**src/rtl/hazard_forward_unit_pkg.sv**
```systemverilog
// Shared types and constants for the forwarding / load-use hazard unit.
// The fwd_sel encoding is 0=regfile, 1=MEM, 2=WB, and 3+k for history entry k.
package hazard_forward_unit_pkg;

  typedef enum logic [0:0] {
    ST_IDLE  = 1'b0,
    ST_STALL = 1'b1
  } hfu_state_e;

  localparam int REGW      = 5;
  localparam int FWD_RF    = 0;
  localparam int FWD_MEM   = 1;
  localparam int FWD_WB    = 2;
  localparam int FWD_HIST0 = 3;

  function automatic int selWidth(input int histDepth);
    return $clog2(3 + histDepth);
  endfunction

  // With no history we still keep one slot so vector widths never collapse to zero.
  function automatic int histSlots(input int histDepth);
    return (histDepth > 0) ? histDepth : 1;
  endfunction

endpackage

```
**src/rtl/hazard_forward_unit_if.sv**
```systemverilog
// Pipeline-side bundle of the hazard unit.
// The pipeline drives it through the master modport, and the unit through the slave modport.
interface hazard_forward_unit_if
  import hazard_forward_unit_pkg::*;
#(
  parameter int NPORT      = 2,
  parameter int HIST_DEPTH = 1,
  parameter int XLEN       = 32
);

  localparam int SELW  = selWidth(HIST_DEPTH);
  localparam int HSLOT = histSlots(HIST_DEPTH);

  logic [NPORT*REGW-1:0]  rs;
  logic [NPORT-1:0]       rs_valid;
  logic [NPORT*REGW-1:0]  rs_d;
  logic [NPORT-1:0]       rs_d_valid;
  logic [REGW-1:0]        rd_e;
  logic                   memread_e;
  logic [REGW-1:0]        rd_m;
  logic                   regwrite_m;
  logic [REGW-1:0]        rd_w;
  logic                   regwrite_w;
  logic [XLEN-1:0]        wdata_w;
  logic                   eflush;
  logic [NPORT*SELW-1:0]  fwd_sel;
  logic [HSLOT*XLEN-1:0]  hist_wdata;
  logic                   stall_d;
  logic                   bubble_e;

  modport master (
    output rs, rs_valid, rs_d, rs_d_valid, rd_e, memread_e,
           rd_m, regwrite_m, rd_w, regwrite_w, wdata_w, eflush,
    input  fwd_sel, hist_wdata, stall_d, bubble_e
  );

  modport slave (
    input  rs, rs_valid, rs_d, rs_d_valid, rd_e, memread_e,
           rd_m, regwrite_m, rd_w, regwrite_w, wdata_w, eflush,
    output fwd_sel, hist_wdata, stall_d, bubble_e
  );

endinterface

```
**src/rtl/hazard_forward_unit_fwd_sel_port.sv**
```systemverilog
// Priority encoder that picks the forwarding source for one operand port.
// The youngest producer wins: MEM, then WB, then history from the newest entry to the oldest.
module fwd_sel_port
  import hazard_forward_unit_pkg::*;
#(
  parameter  int HIST_DEPTH = 1,
  parameter  int SELW       = 2,
  localparam int HSLOT      = histSlots(HIST_DEPTH)
) (
  input  logic [REGW-1:0]       rs_i,
  input  logic                  rs_valid_i,
  input  logic [REGW-1:0]       rd_m_i,
  input  logic                  regwrite_m_i,
  input  logic [REGW-1:0]       rd_w_i,
  input  logic                  regwrite_w_i,
  input  logic [HSLOT*REGW-1:0] hist_rd_i,
  input  logic [HSLOT-1:0]      hist_vld_i,
  output logic [SELW-1:0]       sel_o
);

  // Checks run oldest-first so that each later (younger) match overrides an earlier one.
  always_comb begin
    sel_o = SELW'(FWD_RF);
    if (rs_valid_i && (rs_i != '0)) begin
      for (int k = HIST_DEPTH - 1; k >= 0; k--) begin
        if (hist_vld_i[k] && (hist_rd_i[k*REGW +: REGW] == rs_i)) begin
          sel_o = SELW'(FWD_HIST0 + k);
        end
      end
      if (regwrite_w_i && (rd_w_i == rs_i)) begin
        sel_o = SELW'(FWD_WB);
      end
      if (regwrite_m_i && (rd_m_i == rs_i)) begin
        sel_o = SELW'(FWD_MEM);
      end
    end
  end

endmodule

```
**src/rtl/hazard_forward_unit.sv**
```systemverilog
// Forwarding select for NPORT operands, plus a history of retired writes and a load-use stall FSM.
// It sits beside ID/EX and drives the EX operand muxes, the IF/ID hold and the ID/EX bubble.
module hazard_forward_unit
  import hazard_forward_unit_pkg::*;
#(
  parameter  int NPORT      = 2,
  parameter  int HIST_DEPTH = 1,
  parameter  int LOAD_LAT   = 1,
  parameter  int XLEN       = 32,
  localparam int SELW       = selWidth(HIST_DEPTH),
  localparam int HSLOT      = histSlots(HIST_DEPTH),
  localparam int CNTW       = $clog2(LOAD_LAT + 1)
) (
  input  logic                  clk_i,
  input  logic                  rst_i,
  hazard_forward_unit_if.slave  bus
);

  logic [HSLOT-1:0]      histVld;
  logic [HSLOT*REGW-1:0] histRd;
  logic [NPORT*SELW-1:0] fwdSel;
  logic                  loadUseHz;
  logic                  stallD;
  logic                  bubbleE;
  hfu_state_e            state_q, state_d;
  logic [CNTW-1:0]       cnt_q, cnt_d;

  if (HIST_DEPTH > 0) begin : gen_hist
    logic [HIST_DEPTH-1:0]      histWe_q;
    logic [HIST_DEPTH*REGW-1:0] histRd_q;
    logic [HIST_DEPTH*XLEN-1:0] histData_q;

    // The history keeps shifting while the pipeline is stalled, because WB keeps retiring.
    always_ff @(posedge clk_i) begin
      if (rst_i) begin
        histWe_q   <= '0;
        histRd_q   <= '0;
        histData_q <= '0;
      end else begin
        histWe_q[0]          <= bus.regwrite_w;
        histRd_q[0 +: REGW]  <= bus.rd_w;
        histData_q[0 +: XLEN] <= bus.wdata_w;
        for (int k = 1; k < HIST_DEPTH; k++) begin
          histWe_q[k]               <= histWe_q[k-1];
          histRd_q[k*REGW +: REGW]  <= histRd_q[(k-1)*REGW +: REGW];
          histData_q[k*XLEN +: XLEN] <= histData_q[(k-1)*XLEN +: XLEN];
        end
      end
    end

    always_comb begin
      histVld = '0;
      for (int k = 0; k < HIST_DEPTH; k++) begin
        histVld[k] = histWe_q[k] && (histRd_q[k*REGW +: REGW] != '0);
      end
    end

    assign histRd         = histRd_q;
    assign bus.hist_wdata = histData_q;
  end else begin : gen_no_hist
    assign histVld        = '0;
    assign histRd         = '0;
    assign bus.hist_wdata = '0;
  end

  for (genvar i = 0; i < NPORT; i++) begin : gen_port
    fwd_sel_port #(
      .HIST_DEPTH (HIST_DEPTH),
      .SELW       (SELW)
    ) u_port (
      .rs_i         (bus.rs[i*REGW +: REGW]),
      .rs_valid_i   (bus.rs_valid[i]),
      .rd_m_i       (bus.rd_m),
      .regwrite_m_i (bus.regwrite_m),
      .rd_w_i       (bus.rd_w),
      .regwrite_w_i (bus.regwrite_w),
      .hist_rd_i    (histRd),
      .hist_vld_i   (histVld),
      .sel_o        (fwdSel[i*SELW +: SELW])
    );
  end

  assign bus.fwd_sel = fwdSel;

  always_comb begin
    loadUseHz = 1'b0;
    if (bus.memread_e && (bus.rd_e != '0) && !bus.eflush) begin
      for (int i = 0; i < NPORT; i++) begin
        if (bus.rs_d_valid[i] && (bus.rs_d[i*REGW +: REGW] == bus.rd_e)) begin
          loadUseHz = 1'b1;
        end
      end
    end
  end

  always_ff @(posedge clk_i) begin
    if (rst_i) begin
      state_q <= ST_IDLE;
      cnt_q   <= '0;
    end else begin
      state_q <= state_d;
      cnt_q   <= cnt_d;
    end
  end

  // The hazard cycle is the first stall cycle, so STALL covers only the remaining LOAD_LAT-1 cycles.
  always_comb begin
    state_d = state_q;
    cnt_d   = cnt_q;
    stallD  = 1'b0;
    bubbleE = 1'b0;
    unique case (state_q)
      ST_IDLE: begin
        if (loadUseHz) begin
          stallD  = 1'b1;
          bubbleE = 1'b1;
          if (LOAD_LAT > 1) begin
            state_d = ST_STALL;
            cnt_d   = CNTW'(LOAD_LAT - 1);
          end
        end
      end
      ST_STALL: begin
        if (bus.eflush) begin
          state_d = ST_IDLE;
          cnt_d   = '0;
        end else begin
          stallD  = 1'b1;
          bubbleE = 1'b1;
          cnt_d   = cnt_q - CNTW'(1);
          if (cnt_q == CNTW'(1)) begin
            state_d = ST_IDLE;
          end
        end
      end
      default: state_d = ST_IDLE;
    endcase
  end

  assign bus.stall_d  = stallD;
  assign bus.bubble_e = bubbleE;

endmodule

```
**src/flat_wrapper.sv**
```systemverilog
// flat-port wrapper written by rule: the top's interface ports become plain ports
module hazard_forward_unit_flat import hazard_forward_unit_pkg::*;
#(
  parameter  int NPORT      = 2,
  parameter  int HIST_DEPTH = 1,
  parameter  int LOAD_LAT   = 1,
  parameter  int XLEN       = 32,
  localparam int SELW       = selWidth(HIST_DEPTH),
  localparam int HSLOT      = histSlots(HIST_DEPTH),
  localparam int CNTW       = $clog2(LOAD_LAT + 1)
)
  (clk_i, rst_i, bus_rs, bus_rs_valid, bus_rs_d, bus_rs_d_valid, bus_rd_e, bus_memread_e, bus_rd_m, bus_regwrite_m, bus_rd_w, bus_regwrite_w, bus_wdata_w, bus_eflush, bus_fwd_sel, bus_hist_wdata, bus_stall_d, bus_bubble_e);
  hazard_forward_unit_if #(.NPORT(NPORT), .HIST_DEPTH(HIST_DEPTH), .XLEN(XLEN)) bus_i ();
  input  logic clk_i;
  input  logic rst_i;
  input wire logic [$bits(bus_i.rs)-1:0] bus_rs;
  input wire logic [$bits(bus_i.rs_valid)-1:0] bus_rs_valid;
  input wire logic [$bits(bus_i.rs_d)-1:0] bus_rs_d;
  input wire logic [$bits(bus_i.rs_d_valid)-1:0] bus_rs_d_valid;
  input wire logic [$bits(bus_i.rd_e)-1:0] bus_rd_e;
  input wire logic [$bits(bus_i.memread_e)-1:0] bus_memread_e;
  input wire logic [$bits(bus_i.rd_m)-1:0] bus_rd_m;
  input wire logic [$bits(bus_i.regwrite_m)-1:0] bus_regwrite_m;
  input wire logic [$bits(bus_i.rd_w)-1:0] bus_rd_w;
  input wire logic [$bits(bus_i.regwrite_w)-1:0] bus_regwrite_w;
  input wire logic [$bits(bus_i.wdata_w)-1:0] bus_wdata_w;
  input wire logic [$bits(bus_i.eflush)-1:0] bus_eflush;
  output wire logic [$bits(bus_i.fwd_sel)-1:0] bus_fwd_sel;
  output wire logic [$bits(bus_i.hist_wdata)-1:0] bus_hist_wdata;
  output wire logic [$bits(bus_i.stall_d)-1:0] bus_stall_d;
  output wire logic [$bits(bus_i.bubble_e)-1:0] bus_bubble_e;
  assign bus_i.rs = bus_rs;
  assign bus_i.rs_valid = bus_rs_valid;
  assign bus_i.rs_d = bus_rs_d;
  assign bus_i.rs_d_valid = bus_rs_d_valid;
  assign bus_i.rd_e = bus_rd_e;
  assign bus_i.memread_e = bus_memread_e;
  assign bus_i.rd_m = bus_rd_m;
  assign bus_i.regwrite_m = bus_regwrite_m;
  assign bus_i.rd_w = bus_rd_w;
  assign bus_i.regwrite_w = bus_regwrite_w;
  assign bus_i.wdata_w = bus_wdata_w;
  assign bus_i.eflush = bus_eflush;
  assign bus_fwd_sel = bus_i.fwd_sel;
  assign bus_hist_wdata = bus_i.hist_wdata;
  assign bus_stall_d = bus_i.stall_d;
  assign bus_bubble_e = bus_i.bubble_e;
  hazard_forward_unit #(.NPORT(NPORT), .HIST_DEPTH(HIST_DEPTH), .LOAD_LAT(LOAD_LAT), .XLEN(XLEN)) u_core (.clk_i(clk_i), .rst_i(rst_i), .bus(bus_i));
endmodule
```
**config.mk**
```make
export PLATFORM = sky130hd
export DESIGN_NAME = hazard_forward_unit_flat
export DESIGN_NICKNAME = d
export VERILOG_FILES = /design/src/rtl/hazard_forward_unit_pkg.sv /design/src/rtl/hazard_forward_unit_if.sv /design/src/rtl/hazard_forward_unit_fwd_sel_port.sv /design/src/rtl/hazard_forward_unit.sv /design/src/flat_wrapper.sv
export SDC_FILE = /design/constraint.sdc
export NUM_CORES = 1
export LEC_CHECK = 0
export ABC_AREA = 1
export BUFFER_PORTS_ARGS = -buffer_cell sky130_fd_sc_hd__buf_2
export CAP_MARGIN = 20
export CELL_PAD_IN_SITES_DETAIL_PLACEMENT = 2
export CELL_PAD_IN_SITES_GLOBAL_PLACEMENT = 2
export CORE_ASPECT_RATIO = 0.75
export CORE_MARGIN = 3
export CORE_UTILIZATION = 23
export DETAILED_ROUTE_END_ITERATION = 16
export PLACE_DENSITY_LB_ADDON = 0.25
export SETUP_SLACK_MARGIN = 0.2
export SLEW_MARGIN = 10
export SYNTH_ARGS = -nofsm -noshare
export SYNTH_HDL_FRONTEND = slang
export SYNTH_HIERARCHICAL = 1
export SYNTH_SLANG_ARGS = --single-unit
```
**constraint.sdc**
```tcl
create_clock -name clk_i -period 2.79 [get_ports clk_i]
set_input_delay 0.4185 -clock clk_i [delete_from_list [all_inputs] [get_ports clk_i]]
set_output_delay 0.4185 -clock clk_i [all_outputs]
set_load 0.02 [all_outputs]
```
==> flow_results.xml <==
<?xml version="1.0" encoding="UTF-8"?>
<metrics>
  <group name="finish">
    <metric name="final_core_utilization" unit="%">33.49</metric>
    <metric name="fraction_of_final_layout_cells_sized_beyond_drive_strength_1" unit="%">32.82</metric>
    <metric name="final_cell_area" unit="µm²">2880</metric>
    <metric name="final_cells" unit="">559</metric>
    <metric name="diodes" unit="">0</metric>
    <metric name="area.growth.synth_to_final" unit="%">39.60</metric>
    <metric name="layout.nets" unit="">528</metric>
  </group>
  <group name="place">
    <metric name="gpl.final_weighted_congestion" unit="">0.7599</metric>
    <metric name="dpl-instance-area" unit="µm²">2746</metric>
    <metric name="dp.cells" unit="">552</metric>
    <metric name="pre_cts_slack" unit="ns">0.8562</metric>
    <metric name="detailedPlacementHpwl" unit="µm">6159</metric>
    <metric name="io_buffers" unit="">114</metric>
  </group>
  <group name="sta">
    <metric name="skew" unit="ns">0.000009520</metric>
    <metric name="setup_tns" unit="ns">0</metric>
    <metric name="fin_crit" unit="ns">2.204</metric>
    <metric name="hold_ws" unit="ns">0.3437</metric>
    <metric name="finalCritPeriodShare" unit="%">79.01</metric>
    <metric name="setup_repair_after_global_routing_missed_its_margin" unit="">false</metric>
    <metric name="timing.final.ws_setup" unit="ns">0.5856</metric>
    <metric name="final_max_slew_viol_count" unit="">0</metric>
    <metric name="report.final.setup_viol" unit="">0</metric>
    <metric name="maxClockFrequency" unit="GHz">0.4536</metric>
    <metric name="tightest_slew" unit="ns">0.7589</metric>
    <metric name="hold_violations" unit="">0</metric>
    <metric name="slew_headroom" unit="%">49.41</metric>
  </group>
  <group name="worst_setup_path">
    <metric name="worstSetupEndpointType" unit="">output pin</metric>
    <metric name="timing.critical_path.slowest_stage_cell" unit="">dfxtp_1</metric>
    <metric name="rrSetupSlack" unit="ns">1.79</metric>
    <metric name="critPathBufInv" unit="">2</metric>
    <metric name="critical_path_required" unit="ns">2.37</metric>
    <metric name="r2r-end" unit="">u_core/cnt_q</metric>
    <metric name="reg2reg_depth" unit="">4</metric>
    <metric name="crit_path_cell_trace" unit="">or2_2 &gt; o41ai_1 &gt; inv_1 &gt; nand2_1 &gt; nor2_1 &gt; nand2_1 &gt; nor2_2 &gt; nand2_1 &gt; a21oi_2 &gt; buf_2</metric>
    <metric name="slowest_delay" unit="ns">0.34</metric>
    <metric name="critPathKind" unit="">flop to output pin</metric>
    <metric name="cp_data_arrival_time" unit="ns">1.79</metric>
    <metric name="cp.depth" unit="">10</metric>
    <metric name="crit-reg2reg-launch" unit="">u_core/state_q</metric>
    <metric name="most_used_cell_along_the_critical_path" unit="">nand2_1</metric>
    <metric name="cp_top_family" unit="">simple AND/OR/NAND/NOR gates</metric>
    <metric name="critPathLaunch" unit="">u_core/gen_hist.histRd_q[3]</metric>
    <metric name="critPathMaxFanout" unit="">5</metric>
    <metric name="crit_path_start_kind" unit="">flop</metric>
  </group>
  <group name="synthesis">
    <metric name="synthesis.nets" unit="">412</metric>
    <metric name="postSynthAreaPerCell" unit="µm²">6.159</metric>
    <metric name="syn_inst" unit="">335</metric>
    <metric name="yosys_warn_count" unit="">6</metric>
    <metric name="yosysSeqAreaShare" unit="%">38.81</metric>
    <metric name="netlist-cell-type-count" unit="">21</metric>
    <metric name="yosys_register_bits" unit="">40</metric>
    <metric name="synth_area" unit="µm²">2063</metric>
  </group>
  <group name="global_route">
    <metric name="antenna_violations_before_repair" unit="">0</metric>
    <metric name="grt_pass1_wl" unit="µm">11960</metric>
    <metric name="grt_max_degree" unit="">41</metric>
    <metric name="grt.total_usage" unit="%">14.93</metric>
    <metric name="overflow" unit="">0</metric>
    <metric name="grt_pass1_vias" unit="">2564</metric>
  </group>
  <group name="cts">
    <metric name="hold_fix_buffers_cts" unit="">0</metric>
    <metric name="numCtsBuffers" unit="">5</metric>
    <metric name="clock_latency" unit="ns">0.27</metric>
    <metric name="ctsLongestPathBuffers" unit="">2</metric>
    <metric name="post_cts.repair.setup_buffers" unit="">0</metric>
    <metric name="cts-resized-gates" unit="">0</metric>
    <metric name="cts_tree" unit="">yes</metric>
    <metric name="clk_root_buffer_cell" unit="">clkbuf_16</metric>
    <metric name="cts.htree.levels" unit="">2</metric>
    <metric name="clk_sink_count" unit="">40</metric>
    <metric name="cts.clk_slew.worst_paths" unit="ns">0.05</metric>
  </group>
  <group name="floorplan">
    <metric name="io-pin-count" unit="">115</metric>
    <metric name="design.core.area" unit="µm²">8600</metric>
    <metric name="design.die.area" unit="µm²">10160</metric>
    <metric name="floorplan.initialDensity" unit="%">23.99</metric>
    <metric name="num_rows" unit="">29</metric>
    <metric name="die-height" unit="µm">88.03</metric>
    <metric name="die-width" unit="µm">115.4</metric>
  </group>
  <group name="min_path">
    <metric name="min_delay_worst_endpoint" unit="">u_core/bus.hist_wdata[7]</metric>
    <metric name="hold_path_depth" unit="">3</metric>
    <metric name="min-delay-path-class" unit="">input port to flop</metric>
    <metric name="hold_path.startpoint" unit="">bus_wdata_w[7]</metric>
  </group>
  <group name="route">
    <metric name="wl_per_cell" unit="µm">12.99</metric>
    <metric name="total_via_count_in_the_routed_design" unit="">2318</metric>
    <metric name="detail_route.wirelength.met1" unit="µm">3214</metric>
    <metric name="remaining_drc_errors" unit="">0</metric>
    <metric name="ant_nets" unit="">0</metric>
    <metric name="met3WireLength" unit="µm">544</metric>
    <metric name="via_per_inst" unit="">4.147</metric>
    <metric name="detailedRoute.firstIterationViolations" unit="">55</metric>
    <metric name="top_layer" unit="">met4</metric>
    <metric name="wl" unit="µm">7264</metric>
    <metric name="dr_wl_met2" unit="µm">3441</metric>
    <metric name="detail_route.first_pass.iterations" unit="">4</metric>
  </group>
  <group name="power">
    <metric name="ir_drop" unit="mV">0.2709</metric>
    <metric name="total_power" unit="mW">1.421</metric>
    <metric name="leakagePower" unit="nW">1.764</metric>
    <metric name="power_per_cell_area" unit="nW/µm²">493.2</metric>
  </group>
  <group name="flow_run">
    <metric name="drv.max_cap_violation_count" unit="">0</metric>
  </group>
  <group name="outcome">
    <metric name="outcome" unit="">completed</metric>
  </group>
</metrics>
==> Yosys cell counts <==
library cell | n | area share (%)
a21oi_2 | 3 | 1.3
buf_1 | 1 | 0.18
buf_4 | 1 | 0.36
clkbuf_1 | 3 | 0.55
dfxtp_1 | 40 | 39
inv_1 | 76 | 14
inv_2 | 10 | 1.8
nand2_1 | 94 | 17
nand3_1 | 8 | 1.9
nand3_2 | 4 | 1.9
nand4_4 | 2 | 2.1
nor2_1 | 66 | 12
nor2_2 | 8 | 2.4
nor3_1 | 2 | 0.49
o21ai_0 | 5 | 1.2
o21ai_1 | 4 | 0.97
o41ai_1 | 1 | 0.42
or2_0 | 1 | 0.30
or2_1 | 1 | 0.30
or2_2 | 1 | 0.30
xor2_1 | 4 | 1.7
==> registers in the layout (all words and copies together), names as in the netlist <==
signal,flops
u_core/gen_hist.histWe_q,1
u_core/cnt_q,1
u_core/bus.hist_wdata,32
u_core/state_q,1
u_core/gen_hist.histRd_q,5
==> power by group <==
part	switching [mW]	internal (mW)	total (mW)
clock network	0.209	0.325	0.533
logic	0.171	0.105	0.276
registers	0.0112	0.601	0.612
total	0.391	1.03	1.42
==> worst max path at each step <==
stage                     end  slack [ns]
3_5_place_dp   bus_fwd_sel[2]        0.86
6_report       bus_fwd_sel[2]        0.59
2_1_floorplan  bus_fwd_sel[0]        1.12
4_1_cts        bus_fwd_sel[2]        0.55
5_1_grt        bus_fwd_sel[2]        0.43
3_3_place_gp   bus_fwd_sel[3]        0.90
==> layout make-up <==
cell class | count | area [µm²]
Fill cell | 1091 | 5719
Multi-Input combinational cell | 204 | 917.1
Sequential cell | 40 | 800.8
Timing Repair Buffer | 114 | 570.5
Inverter | 86 | 322.8
Tap cell | 108 | 135.1
Clock buffer | 6 | 128.9
Clock inverter | 1 | 5.005
==> tightest hold or removal path, stage by stage <==
cell	delay [ns]
buf_2	0.07
inv_1	0.03
nor2_1	0.06
==> cell usage in the layout, fill, tap and decap left out <==
cell type / Yosys / layout
buf_2: 0 / 114
nand2_1: 94 / 94
inv_1: 76 / 76
nor2_1: 66 / 66
dfxtp_1: 40 / 40
inv_2: 10 / 10
nand3_1: 8 / 8
nor2_2: 8 / 8
clkbuf_16: 0 / 5
o21ai_0: 5 / 5
nand3_2: 4 / 4
xor2_1: 4 / 4
o21ai_1: 4 / 4
a21oi_2: 3 / 3
nand4_4: 2 / 2
nor3_1: 2 / 2
clkbuf_1: 3 / 1
clkinv_2: 0 / 1
or2_2: 1 / 1
o41ai_1: 1 / 1
or2_0: 1 / 1
or2_1: 1 / 1
==> logic make-up (layout without fill, tap and decap cells) <==
family                 count (synthesis)  after routing  share of synthesized area [%]
flip-flops                            40             40                          38.81
XOR/XNOR                               4              4                          1.698
buffers and inverters                 91            207                          16.74
AO/OA/AOI/OAI                         13             13                          3.881
AND/OR/NAND/NOR                      187            187                          38.87
==> layer usage <==
metal | GRT usage, % | vias up
met1 | 17.86 | 1068
met4 | 3.198 | 0
met5 | 0 | -
met3 | 4.627 | 7
li1 | - | 1180
met2 | 26.47 | 63
(Power assumes the default switching activity.)
